===== config.mk =====
export PLATFORM = sky130hd
export DESIGN_NAME = branch_bypass_scoreboard
export DESIGN_NICKNAME = d
export VERILOG_FILES = /design/src/rtl/branch_bypass_scoreboard.sv
export SDC_FILE = /design/constraint.sdc
export NUM_CORES = 1
export LEC_CHECK = 0
export ABC_AREA = 1
export BUFFER_PORTS_ARGS = -buffer_cell sky130_fd_sc_hd__buf_4
export CELL_PAD_IN_SITES_DETAIL_PLACEMENT = 1
export CELL_PAD_IN_SITES_GLOBAL_PLACEMENT = 1
export CORE_MARGIN = 2
export CORE_UTILIZATION = 28
export DETAILED_ROUTE_END_ITERATION = 10
export HOLD_SLACK_MARGIN = 0.02
export PLACE_DENSITY = 0.95
export SYNTH_ARGS = -nofsm -noshare
export SYNTH_HDL_FRONTEND = slang
export SYNTH_SLANG_ARGS = --single-unit
export TNS_END_PERCENT = 20

===== constraint.sdc =====
create_clock -name clock -period 3.1 [get_ports clock]
set_input_delay 0.155 -clock clock [delete_from_list [all_inputs] [get_ports clock]]
set_output_delay 0.155 -clock clock [all_outputs]
set_load 0.05 [all_outputs]

===== src/rtl/branch_bypass_scoreboard.sv =====
`default_nettype none
// ============================================================================
// Module      : branch_bypass_scoreboard
// Description : Decode-stage operand forwarding for early branch resolution.
//               Keeps a shifting scoreboard of in-flight destination registers
//               for the DEPTH stages after decode. For each decode source it
//               selects the youngest producer value, or stalls while the
//               youngest producer is a load whose data is not yet available.
//               Optional macro BYPASS_STATS_EN adds saturating forward/stall
//               event counters (stat_fwd_cnt, stat_stall_cnt).
// Revision    : 1.0 - initial release
// ============================================================================
module branch_bypass_scoreboard #(
    parameter int WIDTH            = 32,
    parameter int REG_BITS         = 5,
    parameter int DEPTH            = 3,
    parameter int NUM_SRC          = 2,
    parameter int LOAD_READY_STAGE = 1
) (
    input  logic                        clock,
    input  logic                        reset,
    input  logic                        advance,
    input  logic                        flush,
    input  logic                        issue_valid,
    input  logic                        issue_we,
    input  logic                        issue_is_load,
    input  logic [REG_BITS-1:0]         issue_rd,
    input  logic [DEPTH*WIDTH-1:0]      stage_result,
    input  logic [NUM_SRC-1:0]          src_used,
    input  logic [NUM_SRC*REG_BITS-1:0] src_reg,
    input  logic [NUM_SRC*WIDTH-1:0]    src_rf_data,
    output logic [NUM_SRC*WIDTH-1:0]    src_data,
    output logic [NUM_SRC*2-1:0]        fwd_sel,
    output logic                        hazard_stall
`ifdef BYPASS_STATS_EN
    ,
    output logic [15:0]                 stat_fwd_cnt,
    output logic [15:0]                 stat_stall_cnt
`endif
);

    localparam logic [1:0] c_SEL_RF    = 2'd0;
    localparam logic [1:0] c_SEL_FWD   = 2'd1;
    localparam logic [1:0] c_SEL_STALL = 2'd2;

    // Scoreboard: index 0 is the X stage, DEPTH-1 the oldest tracked stage.
    logic [DEPTH-1:0]    r_v;
    logic [DEPTH-1:0]    r_ld;
    logic [REG_BITS-1:0] r_rd [DEPTH];

    logic [NUM_SRC-1:0]  w_stall_vec;
    logic                w_insert;

    // A stalled decode instruction must not be recorded; its bubble goes in instead.
    assign w_insert = issue_valid && issue_we && (issue_rd != '0) && !flush && !hazard_stall;

    // Shift the scoreboard when the pipeline advances; hold otherwise.
    always_ff @(posedge clock or negedge reset) begin
        if (!reset) begin
            r_v  <= '0;
            r_ld <= '0;
            for (int i = 0; i < DEPTH; i++) begin
                r_rd[i] <= '0;
            end
        end else if (advance) begin
            for (int i = DEPTH - 1; i >= 1; i--) begin
                r_v[i]  <= r_v[i-1];
                r_ld[i] <= r_ld[i-1];
                r_rd[i] <= r_rd[i-1];
            end
            r_v[0]  <= w_insert;
            r_ld[0] <= w_insert && issue_is_load;
            r_rd[0] <= w_insert ? issue_rd : '0;
        end
    end

    generate
        for (genvar s = 0; s < NUM_SRC; s++) begin : g_src
            logic [REG_BITS-1:0] w_reg;
            logic [WIDTH-1:0]    w_rf;
            logic [WIDTH-1:0]    w_data;
            logic [1:0]          w_sel;
            logic                w_stall;

            assign w_reg = src_reg[s*REG_BITS +: REG_BITS];
            assign w_rf  = src_rf_data[s*WIDTH +: WIDTH];

            // Walk oldest to youngest so the youngest match has the final say.
            always_comb begin
                w_data  = w_rf;
                w_sel   = c_SEL_RF;
                w_stall = 1'b0;
                if (src_used[s] && (w_reg != '0)) begin
                    for (int i = DEPTH - 1; i >= 0; i--) begin
                        if (r_v[i] && (r_rd[i] == w_reg)) begin
                            if (r_ld[i] && (i < LOAD_READY_STAGE)) begin
                                w_data  = w_rf;
                                w_sel   = c_SEL_STALL;
                                w_stall = 1'b1;
                            end else begin
                                w_data  = stage_result[i*WIDTH +: WIDTH];
                                w_sel   = c_SEL_FWD;
                                w_stall = 1'b0;
                            end
                        end
                    end
                end
            end

            assign src_data[s*WIDTH +: WIDTH] = w_data;
            assign fwd_sel[s*2 +: 2]          = w_sel;
            assign w_stall_vec[s]             = w_stall;
        end
    endgenerate

    assign hazard_stall = |w_stall_vec;

`ifdef BYPASS_STATS_EN
    logic        w_fwd_any;
    logic [15:0] r_stat_fwd_cnt;
    logic [15:0] r_stat_stall_cnt;

    // Any source currently taking a forwarded value.
    always_comb begin
        w_fwd_any = 1'b0;
        for (int s = 0; s < NUM_SRC; s++) begin
            if (fwd_sel[s*2 +: 2] == c_SEL_FWD) begin
                w_fwd_any = 1'b1;
            end
        end
    end

    // Saturating event counters: forwards consumed by an advancing decode, and stall cycles.
    always_ff @(posedge clock or negedge reset) begin
        if (!reset) begin
            r_stat_fwd_cnt   <= '0;
            r_stat_stall_cnt <= '0;
        end else begin
            if (advance && !hazard_stall && w_fwd_any && (r_stat_fwd_cnt != 16'hFFFF)) begin
                r_stat_fwd_cnt <= r_stat_fwd_cnt + 16'd1;
            end
            if (hazard_stall && (r_stat_stall_cnt != 16'hFFFF)) begin
                r_stat_stall_cnt <= r_stat_stall_cnt + 16'd1;
            end
        end
    end

    assign stat_fwd_cnt   = r_stat_fwd_cnt;
    assign stat_stall_cnt = r_stat_stall_cnt;
`endif

endmodule
`default_nettype wire


==> flow_metrics.py, run 1 <==
metrics = {
    "die": {
        "placementRows": 43,
        "pin_count": 253,
        "die_h_microns": 124,
        "core_sq_um": 13900,
        "dieArea_sq_um": 15300,
        "fp.dieW_microns": 124,
        "start_util": 0.287,
    },
    "setup_path": {
        "end_kind": "primary output",
        "slowest_delay_ns": 0.40,
        "critical_path_buf_inv_count": 4,
        "rr_endpoint": "r_rd[14]",
        "rr_worst_depth": 10,
        "crit_arrival_ns": 2.56,
        "rr_startpoint": "r_rd[14]",
        "cp-start-kind": "flip-flop",
        "r2r_slack_ns": 0.91,
        "critPathKind": "reg -> out",
        "critical_path_peak_fanout": 26,
        "crit_path_frequent_cell": "nand2_1",
        "path_delay_family": "simple AND/OR/NAND/NOR gates",
        "crit_start": "r_rd[13]",
        "crit_chain": "inv_2 > nand2_1 > nand2_1 > nor2_1 > nand3_2 > nor2_1 > inv_1 > nand3_2 > buf_12 > nand2_1 > nand2_1 > buf_4",
        "worstPathRequired_ns": 2.94,
        "slowest_stage": "dfrtp_1",
    },
    "place": {
        "place_inst": 1271,
        "routabilityCongestion": 0.929,
        "placed_area_sq_um": 5950,
        "portBuffers": 252,
        "dpl.hpwl_microns": 15500,
    },
    "logic_synthesis": {
        "synth-seq-cells": 19,
        "synth_top_family_by_area": "simple AND/OR/NAND/NOR gates",
        "synth_mux_area_frac": 0,
        "synth_ff_type": "dfrtp_1",
        "synth.area.top_cells": "nand2_1 43%, nor2_1 15%, dfrtp_1 12%",
        "synth-compound-area-share": 0.111,
        "synth_warnings": 0,
        "netlist_instances": 871,
        "synth.top_cell.area_share": 0.426,
        "synth_xor_area_frac": 0.00219,
        "synth_edf_count": 0,
        "avgSynthCellArea_sq_um": 4.60,
        "synth_simple_gate_area_frac": 0.628,
        "syn-cell-area_sq_um": 4000,
        "yosysSeqAreaShare": 0.119,
        "yosys.area_share.adder": 0,
        "async_flop_share": 1.00,
        "ys_types": 22,
        "syn-num-nets": 1055,
        "yosys.area.top_type": "nand2_1",
    },
    "hold_path": {
        "whs_path_depth": 3,
        "hold_start": "issue_is_load",
        "hold_end": "r_ld[0]",
        "hold_path.class": "in -> reg",
    },
    "sta": {
        "clock-skew-final_ns": 0.00188,
        "fin_crit_sh": 0.875,
        "max_freq_mhz": 369,
        "fin_crit_ns": 2.71,
        "timing.final.max_slew_violations": 0,
        "hold-worst-slack_ns": 0.161,
        "rsz0062_at_grt": "false",
        "tightest_slew_ns": 0.748,
        "slew_headroom": 0.501,
        "hold_viol_final": 0,
        "setup_tns_ns": 0,
        "setup_violations": 0,
    },
    "finish": {
        "antenna_cells": 0,
        "final_cells": 1276,
        "drive_gt1_frac": 0.264,
        "fin_area_sq_um": 6050,
        "layout.nets": 1281,
        "area_delta_synth_final_pct": 51.2,
        "nFillCells": 2090,
    },
    "cts": {
        "clkTransAtPathRegs_ns": 0.06,
        "cts_setup_buffers": 0,
        "root_buffer": "clkbuf_16",
        "h-tree-depth": 1,
        "worstSkewPairLatency_ns": 0.26,
        "cts.path.max_buffers": 2,
        "cts_buffers": 3,
        "cts_tree": "built",
        "clock_sinks": 19,
    },
    "detailed_routing": {
        "post_drt_wl_per_cell_microns": 15.5,
        "firstDrtPassIters": 4,
        "avgViaCountPerCell": 4.87,
        "drc": 0,
        "dr.first_iter.drc_count": 280,
        "drt.antenna.violating_nets": 0,
        "via_count": 6210,
        "wl_microns": 19800,
    },
    "power_and_ir_drop": {
        "p_leak_uw": 0.00378,
        "power.total_uw": 1240,
        "power.density_nw_per_um2": 204,
        "peakVddDrop_uv": 163,
    },
    "global_routing": {
        "gr-usage-all-layers": 0.248,
        "antenna_found_initial": 0,
        "grt_pass1_wl_microns": 30000,
        "grt_pass1_vias": 6271,
        "grt_max_degree": 36,
        "grt_overflow": 0,
    },
    "outcome": {
        "status": "finished clean",
    },
    "flow_run": {
        "maxCapViolCount": 0,
    },
}
-- kinds of logic (layout without fill, tap and decap cells) --
| group | Yosys count | after routing |
|---|---|---|
| compound gates | 89 | 89 |
| xor+xnor | 1 | 1 |
| buf+inv | 118 | 343 |
| flops | 19 | 19 |
| simple gates | 644 | 644 |
-- cell usage in the layout (no fill, tap or decap), types with 8 or more instances in the layout --
master,instances
buf_4,262
inv_1,61
nand3_1,8
nor2_1,160
nand2_1,454
inv_2,12
o21ai_0,19
dfrtp_1,19
nand4_1,11
a21oi_1,68
-- worst min-delay path: stages --
cell and delay [ns]:
buf_4 0.08, nand4_1 0.08, o21ai_0 0.07
-- routing by layer --
| metal | share of wire | global-route usage | wire [microns] |
|---|---|---|---|
| met1 | 0.40 | 0.282 | 7970 |
| met2 | 0.51 | 0.478 | 10100 |
| met3 | 0.066 | 0.0403 | 1300 |
| met4 | 0.022 | 0.0618 | 431 |
| met5 | 0 | 0 | 0 |
-- power breakdown --
part,switching (uW),leakage [uW],internal (uW)
clock network,107,0.0000371,175
logic,407,0.00349,274
registers,13.2,0.000260,260
total,527,0.00378,709
-- sequential cells by signal, indices dropped and copies added, names as in the netlist --
signal / cells
r_v: 3
r_ld: 1
r_rd: 15
-- worst max path at each step --
stage,depth (start not counted),slack [ns],endpoint
3_3_place_gp,9,0.60,src_data[0]
4_1_cts,10,0.15,src_data[12]
6_report,12,0.39,src_data[52]
2_1_floorplan,8,1.0,src_data[30]
3_5_place_dp,10,0.44,src_data[12]
5_1_grt,12,0.20,src_data[52]
-- metrics by stage --
step	utilization	worst slack, ns
global placement	0.427	0.605
detailed placement	0.427	0.437
global route	0.434	0.196
CTS	0.434	0.147
floorplan	-	0.998
finish	0.434	0.387
-- cell usage after synthesis, types with 7 or more instances --
| cell type | n |
|---|---|
| o21ai_0 | 19 |
| clkbuf_1 | 13 |
| inv_2 | 12 |
| dfrtp_1 | 19 |
| buf_6 | 10 |
| nand4_1 | 11 |
| nor2_1 | 160 |
| buf_4 | 9 |
| buf_2 | 7 |
| nand3_1 | 8 |
| nand3_2 | 7 |
| a21oi_1 | 68 |
| inv_1 | 61 |
| nand2_1 | 454 |
-- layout make-up --
type,count,area (sq um),share of cell area
clock inverters,1,7.51,0.00124
well taps,180,225,0.0372
inverters,74,278,0.0459
flip-flops and latches,19,475,0.0785
repair buffers,265,2020,0.333
multi-input cells,734,2980,0.492
clock buffers,3,75.1,0.0124
-- timing repair --
| item | in CTS | in global routing |
|---|---|---|
| hold endpoints to repair | 19 | 0 |
| hold buffers | 1 | 0 |
| setup endpoints to repair | 0 | 2 |
| resized for setup | 0 | 1 |
Power figures use the tool's default switching activity.
==> inputs of run 2 (changes only) <==
==> constraint.sdc (replaced) <==
create_clock -name clock -period 3.1 [get_ports clock]
set_input_delay 0.155 -clock clock [delete_from_list [all_inputs] [get_ports clock]]
set_output_delay 0.155 -clock clock [all_outputs]
set_load 0.01 [all_outputs]
==> run 2 against run 1 <==
  * Sequential power about the same
  * Clock skew about the same
  * Non-clock buffer count up 2
  * Utilization about the same
  * First-iteration DRC count up 13%
  * Final cell count up 0.16%
  * Die area unchanged
  * Combinational power down 22%
  * Total power down 12%
  * Via count up 1.1%
  * Cell area about the same
  * Wire length up 1.9%
  * Critical path type unchanged
  * Largest cell class unchanged
==> flow_metrics.py, run 2 (same netlist as run 1, synthesis figures left out) <==
metrics = {
    "power_and_ir_drop": {
        "p_leak_uw": 0.00379,
        "peakVddDrop_uv": 171,
        "power.density_nw_per_um2": 181,
    },
    "setup_path": {
        "worstPathRequired_ns": 2.94,
        "path_delay_family": "simple AND/OR/NAND/NOR gates",
        "endpoint": "src_data[51]",
        "cp-start-kind": "flip-flop",
        "r2r_slack_ns": 0.93,
        "crit_arrival_ns": 2.76,
        "crit_start": "r_rd[11]",
        "end_kind": "primary output",
        "worstSetupPathDepth": 11,
        "rr_startpoint": "r_rd[11]",
        "crit_path_frequent_cell": "nand2_1",
        "slowest_stage": "dfrtp_1",
        "slowest_delay_ns": 0.42,
        "crit_chain": "inv_1 > nand2_1 > nand2_1 > nor2_1 > nand3_2 > nand3_1 > nand3_2 > buf_12 > nand2_1 > nand2_1 > buf_4",
        "critical_path_buf_inv_count": 3,
        "rr_endpoint": "r_rd[12]",
        "rr_worst_depth": 9,
        "critical_path_peak_fanout": 19,
        "critPathKind": "reg -> out",
    },
    "finish": {
        "layout_commonest_cell": "nand2_1",
        "ff_latch_area_sq_um": 475,
        "reg_top3": "r_rd x15, r_v x3, r_ld x1",
        "multi_input_area_sq_um": 2980,
        "largest_reg_flops": 15,
        "final_cells": 1278,
        "drive_gt1_frac": 0.265,
        "nFillCells": 2065,
        "layout.nets": 1283,
        "area_delta_synth_final_pct": 51.3,
        "mostFrequentLayoutCells": "454 x nand2_1, 265 x buf_4, 160 x nor2_1, 68 x a21oi_1, 61 x inv_1",
        "antenna_cells": 0,
        "regMostFlops": "r_rd",
    },
    "global_routing": {
        "grt_pass1_wl_microns": 31000,
        "grt_use_met3": 0.0348,
        "antenna_found_initial": 0,
        "grt_overflow": 0,
        "gr-usage-all-layers": 0.255,
        "grt_pass1_vias": 6356,
        "grt_util_met2": 0.489,
        "grt_max_degree": 36,
        "use_met1": 0.295,
        "top_usage_layer": "met2",
    },
    "sta": {
        "tightest_slew_ns": 0.484,
        "setup_tns_ns": 0,
        "slew_headroom": 0.677,
        "fin_crit_ns": 2.91,
        "clock-skew-final_ns": 0.00144,
        "max_freq_mhz": 343,
        "fin_crit_sh": 0.940,
        "rsz0062_at_grt": "false",
        "hold-worst-slack_ns": 0.168,
        "timing.final.max_slew_violations": 0,
        "setup_ws_ns": 0.186,
        "setup_violations": 0,
        "hold_viol_final": 0,
    },
    "place": {
        "place_inst": 1273,
        "preCtsSetupSlack_ns": 0.453,
        "routabilityCongestion": 0.871,
        "dpl.hpwl_microns": 15500,
        "portBuffers": 252,
    },
    "die": {
        "core_sq_um": 13900,
        "start_util": 0.287,
        "die_h_microns": 124,
        "dieArea_sq_um": 15300,
        "fp.dieW_microns": 124,
        "placementRows": 43,
        "pin_count": 253,
    },
    "detailed_routing": {
        "via_count": 6280,
        "wl_microns": 20200,
        "firstDrtPassIters": 6,
        "avgViaCountPerCell": 4.91,
        "drc": 0,
        "drt.antenna.violating_nets": 0,
        "dr.first_iter.drc_count": 316,
        "post_drt_wl_per_cell_microns": 15.8,
    },
    "cts": {
        "h-tree-depth": 1,
        "cts.path.max_buffers": 2,
        "clock_sinks": 19,
        "worstSkewPairLatency_ns": 0.26,
        "cts_tree": "built",
        "cts_buffers": 3,
        "clkTransAtPathRegs_ns": 0.06,
        "cts_setup_buffers": 0,
        "root_buffer": "clkbuf_16",
    },
    "outcome": {
        "status": "finished clean",
    },
    "hold_path": {
        "hold_path.class": "in -> reg",
    },
    "flow_run": {
        "maxCapViolCount": 0,
    },
}
[run 2: cell types whose count changed in the layout (fill, tap and decap cells not counted)]
| cell | previous run | this run |
|---|---|---|
| buf_12 | 2 | 1 |
| buf_4 | 262 | 265 |
[run 2: area by class of cell]
| class | instances | share of cell area |
|---|---|---|
| repair buffers | 267 | 0.333 |
| well taps | 180 | 0.0372 |
| inverters | 74 | 0.0459 |
| multi-input cells | 734 | 0.491 |
| flip-flops and latches | 19 | 0.0785 |
| clock inverters | 1 | 0.00124 |
| clock buffers | 3 | 0.0124 |
[run 2: tightest hold or removal path, delay by kind of cell]
kind            cells  cell delay [ns]
compound gates      1             0.07
buf+inv             1             0.08
simple gates        1             0.08
[run 2: worst min-delay path by stage]
stage | start | endpoint | cells past startpoint
after global routing | issue_is_load | r_ld[0] | 3
final | issue_is_load | r_ld[0] | 3
after global placement | reset | r_v[1] | 1
after floorplan | reset | r_ld[0] | 0
after detailed placement | reset | r_rd[8] | 1
after CTS | issue_is_load | r_ld[0] | 3
[run 2: stage by stage]
step / util / area, sq um / power [uW]
2_1_floorplan: - / 4000 / 480
3_3_place_gp: 0.427 / 5960 / 791
3_5_place_dp: 0.427 / 5960 / 808
4_1_cts: 0.434 / 6050 / 1100
5_1_grt: 0.435 / 6060 / 1160
6_report: 0.435 / 6060 / 1090
[run 2: power breakdown]
group | switching (uW) | internal [uW] | total, uW
clock | 112 | 175 | 287
combinational | 262 | 271 | 533
sequential | 13.6 | 260 | 274
total | 388 | 706 | 1090
[run 2: what timing repair did]
action,CTS,global route
setup endpoints to repair,0,21
hold buffers,1,0
resized for setup,0,1
hold endpoints to repair,19,0
[run 2: metal layers]
metal,routed length [microns],share of wire
met1,7980,0.39
met5,0,0
met4,433,0.021
met3,1340,0.066
met2,10400,0.52
==> inputs of run 3 (changes only) <==
Settings changed: CELL_PAD_IN_SITES_DETAIL_PLACEMENT 1 to unset, CELL_PAD_IN_SITES_GLOBAL_PLACEMENT 1 to unset, CORE_UTILIZATION 28 to 45, PLACE_DENSITY 0.95 to 0.93.
Clock period 3.1 ns to 3.7 ns, I/O delays scaled along.
==> run 3 against run 2 <==
  * Cell area down 3.2%
  * Sequential power down 17%
  * Critical path type unchanged
  * Clock skew up 0.0035 ns
  * Count of clock-buffer cells in the layout unchanged
  * Highest routed layer unchanged
  * Total power down 26%
==> flow_metrics.py, run 3 (same netlist as run 1, synthesis figures left out) <==
metrics = {
    "outcome": {
        "status": "finished clean",
    },
    "finish": {
        "drive_gt1_frac": 0.260,
        "final_util": 0.675,
        "reg_top3": "r_rd x15, r_v x3, r_ld x1",
        "layout.nets": 1276,
        "nFillCells": 875,
        "layout_commonest_cell": "nand2_1",
        "area_delta_synth_final_pct": 46.3,
        "regMostFlops": "r_rd",
        "mostFrequentLayoutCells": "454 x nand2_1, 259 x buf_4, 160 x nor2_1, 68 x a21oi_1, 61 x inv_1",
        "largest_reg_flops": 15,
        "antenna_cells": 0,
    },
    "setup_path": {
        "worstPathRequired_ns": 3.51,
        "cp-start-kind": "flip-flop",
        "end_kind": "primary output",
        "critPathKind": "reg -> out",
        "crit_arrival_ns": 2.86,
        "critical_path_peak_fanout": 31,
    },
    "place": {
        "portBuffers": 252,
        "routabilityCongestion": 0.950,
        "dpl.hpwl_microns": 12100,
    },
    "sta": {
        "fin_crit_sh": 0.824,
        "slew_headroom": 0.499,
        "tightest_slew_ns": 0.751,
        "timing.final.max_slew_violations": 0,
        "fin_crit_ns": 3.05,
        "setup_violations": 0,
        "setup_tns_ns": 0,
        "rsz0062_at_grt": "false",
        "hold_viol_final": 0,
        "clock-skew-final_ns": 0.00498,
        "max_freq_mhz": 328,
    },
    "die": {
        "pin_count": 253,
        "fp.dieW_microns": 98.3,
        "dieArea_sq_um": 9670,
        "start_util": 0.461,
        "placementRows": 34,
        "core_sq_um": 8680,
        "die_h_microns": 98.3,
    },
    "global_routing": {
        "grt_pass1_vias": 5438,
        "grt_overflow": 0,
        "gr-usage-all-layers": 0.311,
        "antenna_found_initial": 0,
        "grt_pass1_wl_microns": 25200,
        "grt_max_degree": 41,
    },
    "power_and_ir_drop": {
        "internal-power_uw": 518,
        "p_sw_uw": 295,
        "seqPwrFrac": 0.281,
        "pwr-share-clk": 0.192,
        "sw_frac_of_total": 0.363,
        "peakVddDrop_uv": 212,
        "pwr-share-comb": 0.527,
        "power.density_nw_per_um2": 139,
        "p_leak_uw": 0.00374,
    },
    "detailed_routing": {
        "dr.first_iter.drc_count": 326,
        "via_count": 5962,
        "drt.antenna.violating_nets": 0,
        "firstDrtPassIters": 5,
        "post_drt_wl_per_cell_microns": 13.3,
        "drc": 0,
        "wl_microns": 15900,
        "avgViaCountPerCell": 4.97,
    },
    "cts": {
        "clock_sinks": 19,
        "h-tree-depth": 1,
        "cts_tree": "built",
        "worstSkewPairLatency_ns": 0.27,
        "cts.path.max_buffers": 2,
        "clkTransAtPathRegs_ns": 0.08,
        "cts_buffers": 3,
        "cts_setup_buffers": 0,
        "root_buffer": "clkbuf_8",
    },
    "flow_run": {
        "maxCapViolCount": 0,
    },
    "hold_path": {
        "hold_path.class": "in -> reg",
    },
}
-- run 3: changes by cell type in the layout (fill, tap and decap cells not counted), sizes merged --
cell	previous run	this run
buf	266	259
-- run 3: final cells by class --
type,instances,area [sq um],area share
Timing Repair Buffer,260,1950,0.334
Inverter,74,278,0.0474
Clock buffer,3,41.3,0.00705
Sequential cell,19,475,0.0811
Tap cell,108,135,0.0231
Clock inverter,1,7.51,0.00128
Multi-Input combinational cell,734,2970,0.507
-- run 3: final timing paths --
check / startpoint / slack [ns] / to / depth (start not counted)
min in group asynchronous: reset / 0.33 / r_v[2] / 2
min reg2reg: r_v[2] / 0.52 / r_v[2] / 2
max: r_rd[8] / 0.65 / src_data[29] / 11
min: issue_is_load / 0.18 / r_ld[0] / 3
max in group asynchronous: reset / 3.16 / r_rd[9] / 2
max reg2reg: r_rd[14] / 1.44 / r_rd[14] / 10
-- run 3: through the flow --
step                      cell area [sq um]  setup slack [ns]  power (uW)  hold WS (ns)  cells
after floorplan                        4000              2.12         402        -0.111    871
after global placement                 5800             0.953         652        0.0765   1194
after detailed placement               5800             0.957         657        0.0795   1194
after CTS                              5860             0.659         812         0.178   1199
after global routing                   5860             0.389         863         0.217   1199
final                                  5860             0.651         813         0.177   1199
-- run 3: critical path: stages, from the launching register on --
cell,delay (ns)
dfrtp_1,0.40
inv_1,0.08
nand2_1,0.06
nand2_1,0.04
nor2_1,0.14
nand3_2,0.29
buf_4,0.33
nand3_1,0.15
nand3_2,0.59
nand2_1,0.28
nand2_1,0.08
buf_4,0.14
-- run 3: power by group through the flow --
stage,Combinational (uW),Sequential (uW),Clock (uW)
floorplan,173,229,0
global placement,420,232,0
detailed placement,424,232,0
CTS,428,228,157
global route,471,230,162
finish,428,228,156
-- run 3: routing by layer --
layer | GRT usage | vias up | part of all wire
li1 | - | 3074 | -
met1 | 0.391 | 2580 | 0.40
met2 | 0.572 | 274 | 0.49
met3 | 0.0301 | 34 | 0.078
met4 | 0.0685 | 0 | 0.025
met5 | 0 | - | 0
-- run 3: timing repair --
item                      in CTS  in global routing
resized for setup              0                  0
hold endpoints to repair      19                  0
hold buffers                   1                  0
